## src/rtl/trojan_sig_pkg.sv

```systemverilog
`default_nettype none
// ============================================================================
// trojan_sig_pkg : shared FSM state type, default polynomials/seed, MISR step
// Rev 1.0
// ============================================================================
package trojan_sig_pkg;

    typedef enum logic [1:0] {
        ST_IDLE  = 2'd0,
        ST_RUN   = 2'd1,
        ST_DRAIN = 2'd2,
        ST_DONE  = 2'd3
    } sig_state_t;

    localparam logic [15:0] SIG_POLY_DEF  = 16'h1021;
    localparam logic [15:0] LFSR_POLY_DEF = 16'hB400;
    localparam logic [15:0] LFSR_SEED_DEF = 16'hACE1;

    // Left-shifting MISR: feedback from bit 15, response folded into bit 0.
    function automatic logic [15:0] misr_step(input logic [15:0] sig,
                                              input logic        din,
                                              input logic [15:0] poly);
        return {sig[14:0], 1'b0} ^ (sig[15] ? poly : 16'h0000) ^ {15'b0, din};
    endfunction

endpackage
`default_nettype wire

```

## src/rtl/trojan_lfsr_gen.sv

```systemverilog
`default_nettype none
// ============================================================================
// trojan_lfsr_gen : right-shifting Galois LFSR stimulus source, load/advance
// Rev 1.0
// ============================================================================
module trojan_lfsr_gen
    import trojan_sig_pkg::*;
#(
    parameter int unsigned OUT_W = 1,
    parameter logic [15:0] SEED  = LFSR_SEED_DEF,
    parameter logic [15:0] POLY  = LFSR_POLY_DEF
) (
    input  logic             clk,
    input  logic             rst,
    input  logic             load,
    input  logic             advance,
    output logic [OUT_W-1:0] pattern
);

    logic [15:0] r_lfsr;

    always_ff @(posedge clk) begin
        if (rst || load) begin
            r_lfsr <= SEED;
        end else if (advance) begin
            r_lfsr <= (r_lfsr >> 1) ^ (r_lfsr[0] ? POLY : 16'h0000);
        end
    end

    assign pattern = r_lfsr[OUT_W-1:0];

endmodule
`default_nettype wire

```

## src/rtl/trojan_sig_compactor.sv

```systemverilog
`default_nettype none
// ============================================================================
// trojan_sig_compactor : LFSR stimulus + MISR response compaction around a
// benchmark circuit. Optional golden compare: TROJAN_SIG_GOLDEN_CMP_EN.
// Rev 1.0
// ============================================================================
module trojan_sig_compactor
    import trojan_sig_pkg::*;
#(
    parameter int unsigned N_WIDTH     = 1,
    parameter int unsigned NUM_VECTORS = 2,
    parameter int unsigned DUT_LAT     = 1,
    parameter logic [15:0] LFSR_SEED   = LFSR_SEED_DEF,
    parameter logic [15:0] LFSR_POLY   = LFSR_POLY_DEF,
    parameter logic [15:0] SIG_POLY    = SIG_POLY_DEF,
    parameter logic [15:0] GOLDEN_SIG  = 16'h0000
) (
    input  logic               CK,
    input  logic               reset,
    input  logic               start,
    output logic [N_WIDTH-1:0] n_out,
    input  logic               dut_out,
    output logic               busy,
    output logic               done,
    output logic [15:0]        vec_count,
    output logic [15:0]        signature,
    output logic               mismatch
);

    localparam logic [15:0] C_LAST = 16'(NUM_VECTORS - 1);

    sig_state_t         r_state;
    sig_state_t         w_state_next;
    logic [15:0]        r_issue_cnt;
    logic [15:0]        r_vec_count;
    logic [15:0]        r_sig;
    logic [15:0]        w_sig_next;
    logic [N_WIDTH-1:0] w_pattern;
    logic               w_start;
    logic               w_issue;
    logic               w_tok;
    logic               w_last_issue;
    logic               w_last_cap;

    assign w_start      = start && ((r_state == ST_IDLE) || (r_state == ST_DONE));
    assign w_issue      = (r_state == ST_RUN);
    assign w_last_issue = w_issue && (r_issue_cnt == C_LAST);
    assign w_last_cap   = w_tok && (r_vec_count == C_LAST);
    assign w_sig_next   = misr_step(r_sig, dut_out, SIG_POLY);

    trojan_lfsr_gen #(
        .OUT_W (N_WIDTH),
        .SEED  (LFSR_SEED),
        .POLY  (LFSR_POLY)
    ) u_lfsr (
        .clk     (CK),
        .rst     (reset),
        .load    (w_start),
        .advance (w_issue),
        .pattern (w_pattern)
    );

    // Each issued vector launches a token; its arrival marks the capture edge.
    generate
        if (DUT_LAT == 0) begin : g_lat0
            assign w_tok = w_issue;
        end else begin : g_latn
            logic [DUT_LAT-1:0] r_dl;
            always_ff @(posedge CK) begin
                if (reset || w_start) begin
                    r_dl <= '0;
                end else begin
                    r_dl <= (r_dl << 1) | DUT_LAT'(w_issue);
                end
            end
            assign w_tok = r_dl[DUT_LAT-1];
        end
    endgenerate

    always_comb begin
        w_state_next = r_state;
        case (r_state)
            ST_IDLE, ST_DONE: if (start) w_state_next = ST_RUN;
            ST_RUN: begin
                if (w_last_cap) begin
                    w_state_next = ST_DONE;
                end else if (w_last_issue) begin
                    w_state_next = ST_DRAIN;
                end
            end
            ST_DRAIN: if (w_last_cap) w_state_next = ST_DONE;
            default: w_state_next = ST_IDLE;
        endcase
    end

    always_ff @(posedge CK) begin
        if (reset) begin
            r_state     <= ST_IDLE;
            r_issue_cnt <= 16'h0000;
            r_vec_count <= 16'h0000;
            r_sig       <= 16'h0000;
        end else begin
            r_state <= w_state_next;
            if (w_start) begin
                r_issue_cnt <= 16'h0000;
                r_vec_count <= 16'h0000;
                r_sig       <= 16'h0000;
            end else begin
                if (w_issue) r_issue_cnt <= r_issue_cnt + 16'h0001;
                if (w_tok) begin
                    r_sig       <= w_sig_next;
                    r_vec_count <= r_vec_count + 16'h0001;
                end
            end
        end
    end

`ifdef TROJAN_SIG_GOLDEN_CMP_EN
    logic r_mismatch;
    // Every DONE entry coincides with the final capture, so w_sig_next is final.
    always_ff @(posedge CK) begin
        if (reset || w_start) begin
            r_mismatch <= 1'b0;
        end else if ((w_state_next == ST_DONE) && (r_state != ST_DONE)) begin
            r_mismatch <= (w_sig_next != GOLDEN_SIG);
        end
    end
    assign mismatch = r_mismatch;
`else
    assign mismatch = 1'b0;
`endif

    assign n_out     = w_issue ? w_pattern : '0;
    assign busy      = (r_state == ST_RUN) || (r_state == ST_DRAIN);
    assign done      = (r_state == ST_DONE);
    assign vec_count = r_vec_count;
    assign signature = r_sig;

endmodule
`default_nettype wire

```

## config.mk

```make
export PLATFORM = sky130hd
export DESIGN_NAME = trojan_sig_compactor
export DESIGN_NICKNAME = d
export VERILOG_FILES = /design/src/rtl/trojan_sig_pkg.sv /design/src/rtl/trojan_lfsr_gen.sv /design/src/rtl/trojan_sig_compactor.sv
export SDC_FILE = /design/constraint.sdc
export NUM_CORES = 1
export LEC_CHECK = 0
export CORE_MARGIN = 2
export CORE_UTILIZATION = 49
export DETAILED_ROUTE_END_ITERATION = 8
export GPL_ROUTABILITY_DRIVEN = 0
export PLACE_DENSITY = 0.75
export SYNTH_ARGS = -nofsm -noshare
export SYNTH_HDL_FRONTEND = slang
export SYNTH_SLANG_ARGS = --single-unit
```

## constraint.sdc

```tcl
create_clock -name CK -period 1.95 [get_ports CK]
set_input_delay 0.2925 -clock CK [delete_from_list [all_inputs] [get_ports CK]]
set_output_delay 0.2925 -clock CK [all_outputs]
set_load 0.005 [all_outputs]
```

==> results.sh <==
export IMPL_synth_seq_area_share=0.455
export IMPL_cts_root_buf="clkbuf_8"
export IMPL_syn_avg_cell_area_um2=9.11
export IMPL_synthMuxAreaShare=0.0848
export IMPL_power_leakage_nw=1.21
export IMPL_synth_xor_area_frac=0.0802
export IMPL_synth_nets=335
export IMPL_cts_sinks=67
export IMPL_p_switching_w=0.00108
export IMPL_hold_buffers=0
export IMPL_slew_violations=0
export IMPL_worstPathRequired_ns=1.66
export IMPL_yosys_area_share_simple=0.207
export IMPL_fmax_mhz=536
export IMPL_powerDensity_nw_per_um2=976
export IMPL_yosys_warnings=0
export IMPL_crit_slowest_cell="clkdlybuf4s50_1"
export IMPL_timing_worst_setup_path_type="register to primary output"
export IMPL_overflow=0
export IMPL_hold_viol=0
export IMPL_postPlaceCellArea_um2=3360
export IMPL_clock_skew_ns=0.00528
export IMPL_reg2regPathDepth=5
export IMPL_synth_compound_area_frac=0.0768
export IMPL_clkTransAtPathRegs_ns=0.07
export IMPL_gr_usage_met1=0.228
export IMPL_boundaryPins=40
export IMPL_async_reset_ff_frac=0
export IMPL_firstDrtPassIters=4
export IMPL_fin_nets=366
export IMPL_wl_per_cell_um=13.5
export IMPL_drv_cap=0
export IMPL_post_cts_buffers=0
export IMPL_drt_iter0_drc=107
export IMPL_critPathLaunchType="register"
export IMPL_setup_viol=0
export IMPL_reg2reg_from="r_issue_cnt[1]$_SDFFE_PP0P_"
export IMPL_grt_max_degree=30
export IMPL_synthCells=324
export IMPL_period_needed_ns=1.86
export IMPL_holdWs_ns=0.485
export IMPL_clockPowerShare=0.291
export IMPL_synthToLayoutAreaGrowth_pct=21.0
export IMPL_synth_fa_ha_area_frac=0.0297
export IMPL_cp_end_kind="primary output"
export IMPL_n_antenna_cell=0
export IMPL_power_total_w=0.00349
export IMPL_crit_arrival_ns=1.57
export IMPL_grt_use_met3=0.0571
export IMPL_min_path_type="register to register"
export IMPL_via_count=2318
export IMPL_synth_top_family_by_area="simple AND/OR/NAND/NOR gates"
export IMPL_die_x_um=81.6
export IMPL_synth_edf_count=0
export IMPL_rows=28
export IMPL_tritoncts="yes"
export IMPL_fill_cells=515
export IMPL_grt_antenna_before_repair=0
export IMPL_synth_cell_type_count=37
export IMPL_max_stage_delay_ns=0.50
export IMPL_ys_seq_elements=67
export IMPL_period_share=0.956
export IMPL_drt_wl_total_um=5890
export IMPL_seqPwrFrac=0.458
export IMPL_rsz0062_at_grt="no"
export IMPL_drtAntennaViolNets=0
export IMPL_p_sw_frac=0.310
export IMPL_drive_gt1_frac=0.103
export IMPL_power_internal_w=0.00240
export IMPL_die_y_um=81.6
export IMPL_r2r_slack_ns=0.11
export IMPL_vias_per_cell=5.33
export IMPL_dp_cells=419
export IMPL_grt_pass1_wl_um=9760
export IMPL_run_status="complete, no violations"
export IMPL_crit_chain="inv_2 -> ha_4 -> and2_4 -> clkdlybuf4s50_1"
export IMPL_tns_ns=0
export IMPL_mappedNetlistArea_um2=2950
export IMPL_grt_usage=0.194
export IMPL_cts_max_path_buffers=2
export IMPL_met2_usage=0.317
export IMPL_holdCritStartpoint="u_lfsr.r_lfsr[6]$_SDFFE_PP1P_"
export IMPL_pwr_share_comb=0.251
export IMPL_htree_levels=3
export IMPL_drt_drc_violations_left=0
export IMPL_critPathMaxFanout=4
export IMPL_initial_utilization=0.501
export IMPL_final_cells=435
export IMPL_cts_buffers=9
export IMPL_rr_endpoint="r_issue_cnt[12]$_SDFFE_PP0P_"
export IMPL_clk_latency_ns=0.33
export IMPL_dp_hpwl_um=4040
export IMPL_hold_path_end="u_lfsr.r_lfsr[6]$_SDFFE_PP1P_"
export IMPL_hold_depth=2
export IMPL_port_buffers=38
export IMPL_synth_flop_cell="dfxtp_1"
export IMPL_busiest_layer="met2"
export IMPL_grt_pass1_vias=2131
export IMPL_fp_dieArea_um2=6660
export IMPL_ir_drop_mv=0.631
export IMPL_placeableCoreArea_um2=5890
export IMPL_fin_area_um2=3570
==> Yosys cell counts (2+ instances only) <==
master | count | area, µm²
and3_1 | 2 | 12.5
a31o_2 | 3 | 26.3
xor2_1 | 10 | 87.6
dfxtp_1 | 67 | 1340
nand3_1 | 6 | 30.0
nor3_1 | 8 | 40.0
o21ai_0 | 8 | 40.0
xnor2_1 | 17 | 149
ha_1 | 7 | 87.6
a21oi_1 | 11 | 55.1
inv_1 | 10 | 37.5
nor4b_1 | 3 | 26.3
clkbuf_1 | 6 | 22.5
nor4_1 | 10 | 62.6
a211oi_1 | 6 | 45.0
nand4_1 | 9 | 56.3
buf_1 | 6 | 22.5
or3_1 | 6 | 37.5
buf_4 | 14 | 105
mux2i_1 | 25 | 250
nand2_1 | 18 | 67.6
nor2_1 | 57 | 214
==> final cells by class <==
type                            count  area (µm²)  area share
Tap cell                           75        93.8      0.0263
Inverter                           10        37.5      0.0105
Multi-Input combinational cell    220        1450       0.405
Clock buffer                       12         145      0.0406
Timing Repair Buffer               47         475       0.133
Clock inverter                      4        26.3     0.00736
Sequential cell                    67        1350       0.377
==> power groups by stage <==
stage	combinational, W	clock [W]	sequential, W
final	0.000875	0.00101	0.00160
after global routing	0.000969	0.00111	0.00161
after CTS	0.000891	0.00104	0.00159
after detailed placement	0.000840	0	0.00161
after global placement	0.000817	0	0.00160
after floorplan	0.000593	0	0.00158
==> registers in the layout, summed over array words and instances (netlist names) <==
| signal | count |
|---|---|
| r_issue_cnt | 16 |
| signature | 16 |
| u_lfsr.r_lfsr | 16 |
| vec_count | 16 |
| r_state | 2 |
| g_latn.r_dl | 1 |
==> critical path, delay by kind of cell, from the launching register on <==
kind / cells / cell delay, ns
adder cells (fa/ha/maj): 1 / 0.15
buffers and inverters: 2 / 0.58
AND/OR/NAND/NOR: 1 / 0.16
flip-flops: 1 / 0.35
==> per-layer routing <==
metal,vias up,part of all wire
met5,-,0
met4,0,0.018
met3,8,0.049
met2,54,0.48
met1,1092,0.45
li1,1164,-
==> worst max path at each step <==
stage | cells after the start | from | endpoint | slack (ns)
after global placement | 6 | r_state[1]$_SDFFE_PP0P_ | r_issue_cnt[14]$_SDFFE_PP0P_ | 0.19
after floorplan | 7 | r_state[1]$_SDFFE_PP0P_ | r_issue_cnt[11]$_SDFFE_PP0P_ | 0.10
after global routing | 4 | r_state[1]$_SDFFE_PP0P_ | n_out | 0.02
after detailed placement | 6 | r_state[1]$_SDFFE_PP0P_ | r_issue_cnt[12]$_SDFFE_PP0P_ | 0.08
after CTS | 4 | r_state[1]$_SDFFE_PP0P_ | n_out | 0.02
final | 4 | r_state[1]$_SDFFE_PP0P_ | n_out | 0.09
==> cell usage in the layout (no fill, tap or decap), drive strengths merged, types with 8 or more instances in the layout <==
cell type	netlist	layout
clkbuf	6	12
nor2	57	57
nand2	18	18
mux2i	25	25
inv	10	10
o21ai	8	8
xnor2	17	17
buf	21	9
dfxtp	67	67
xor2	10	10
clkdlybuf4s50	0	37
nand4	10	10
a21oi	11	11
nor3	8	8
nor4	10	10
==> cells by family (layout without fill, tap and decap cells) <==
group,count (synthesis),count (layout)
mux,25,25
simple gates,125,125
compound gates,35,35
buf+inv,37,73
flops,67,67
xor+xnor,27,27
other cells,1,1
fa+ha+maj,7,7
==> metrics by stage <==
stage | utilization | worst slack (ns)
after floorplan | - | 0.100
after global placement | 0.571 | 0.186
after detailed placement | 0.571 | 0.0790
after CTS | 0.606 | 0.0161
after global routing | 0.607 | 0.0151
final | 0.607 | 0.0852
==> what timing repair did <==
| item | 4_1_cts | 5_1_grt |
|---|---|---|
| setup endpoints to repair | 2 | 3 |
| gates resized for setup | 7 | 3 |
| pin swaps | 0 | 0 |
| hold endpoints to repair | 0 | 0 |
| gates cloned | 0 | 0 |
Note: power is estimated with default switching activity, not from simulation.
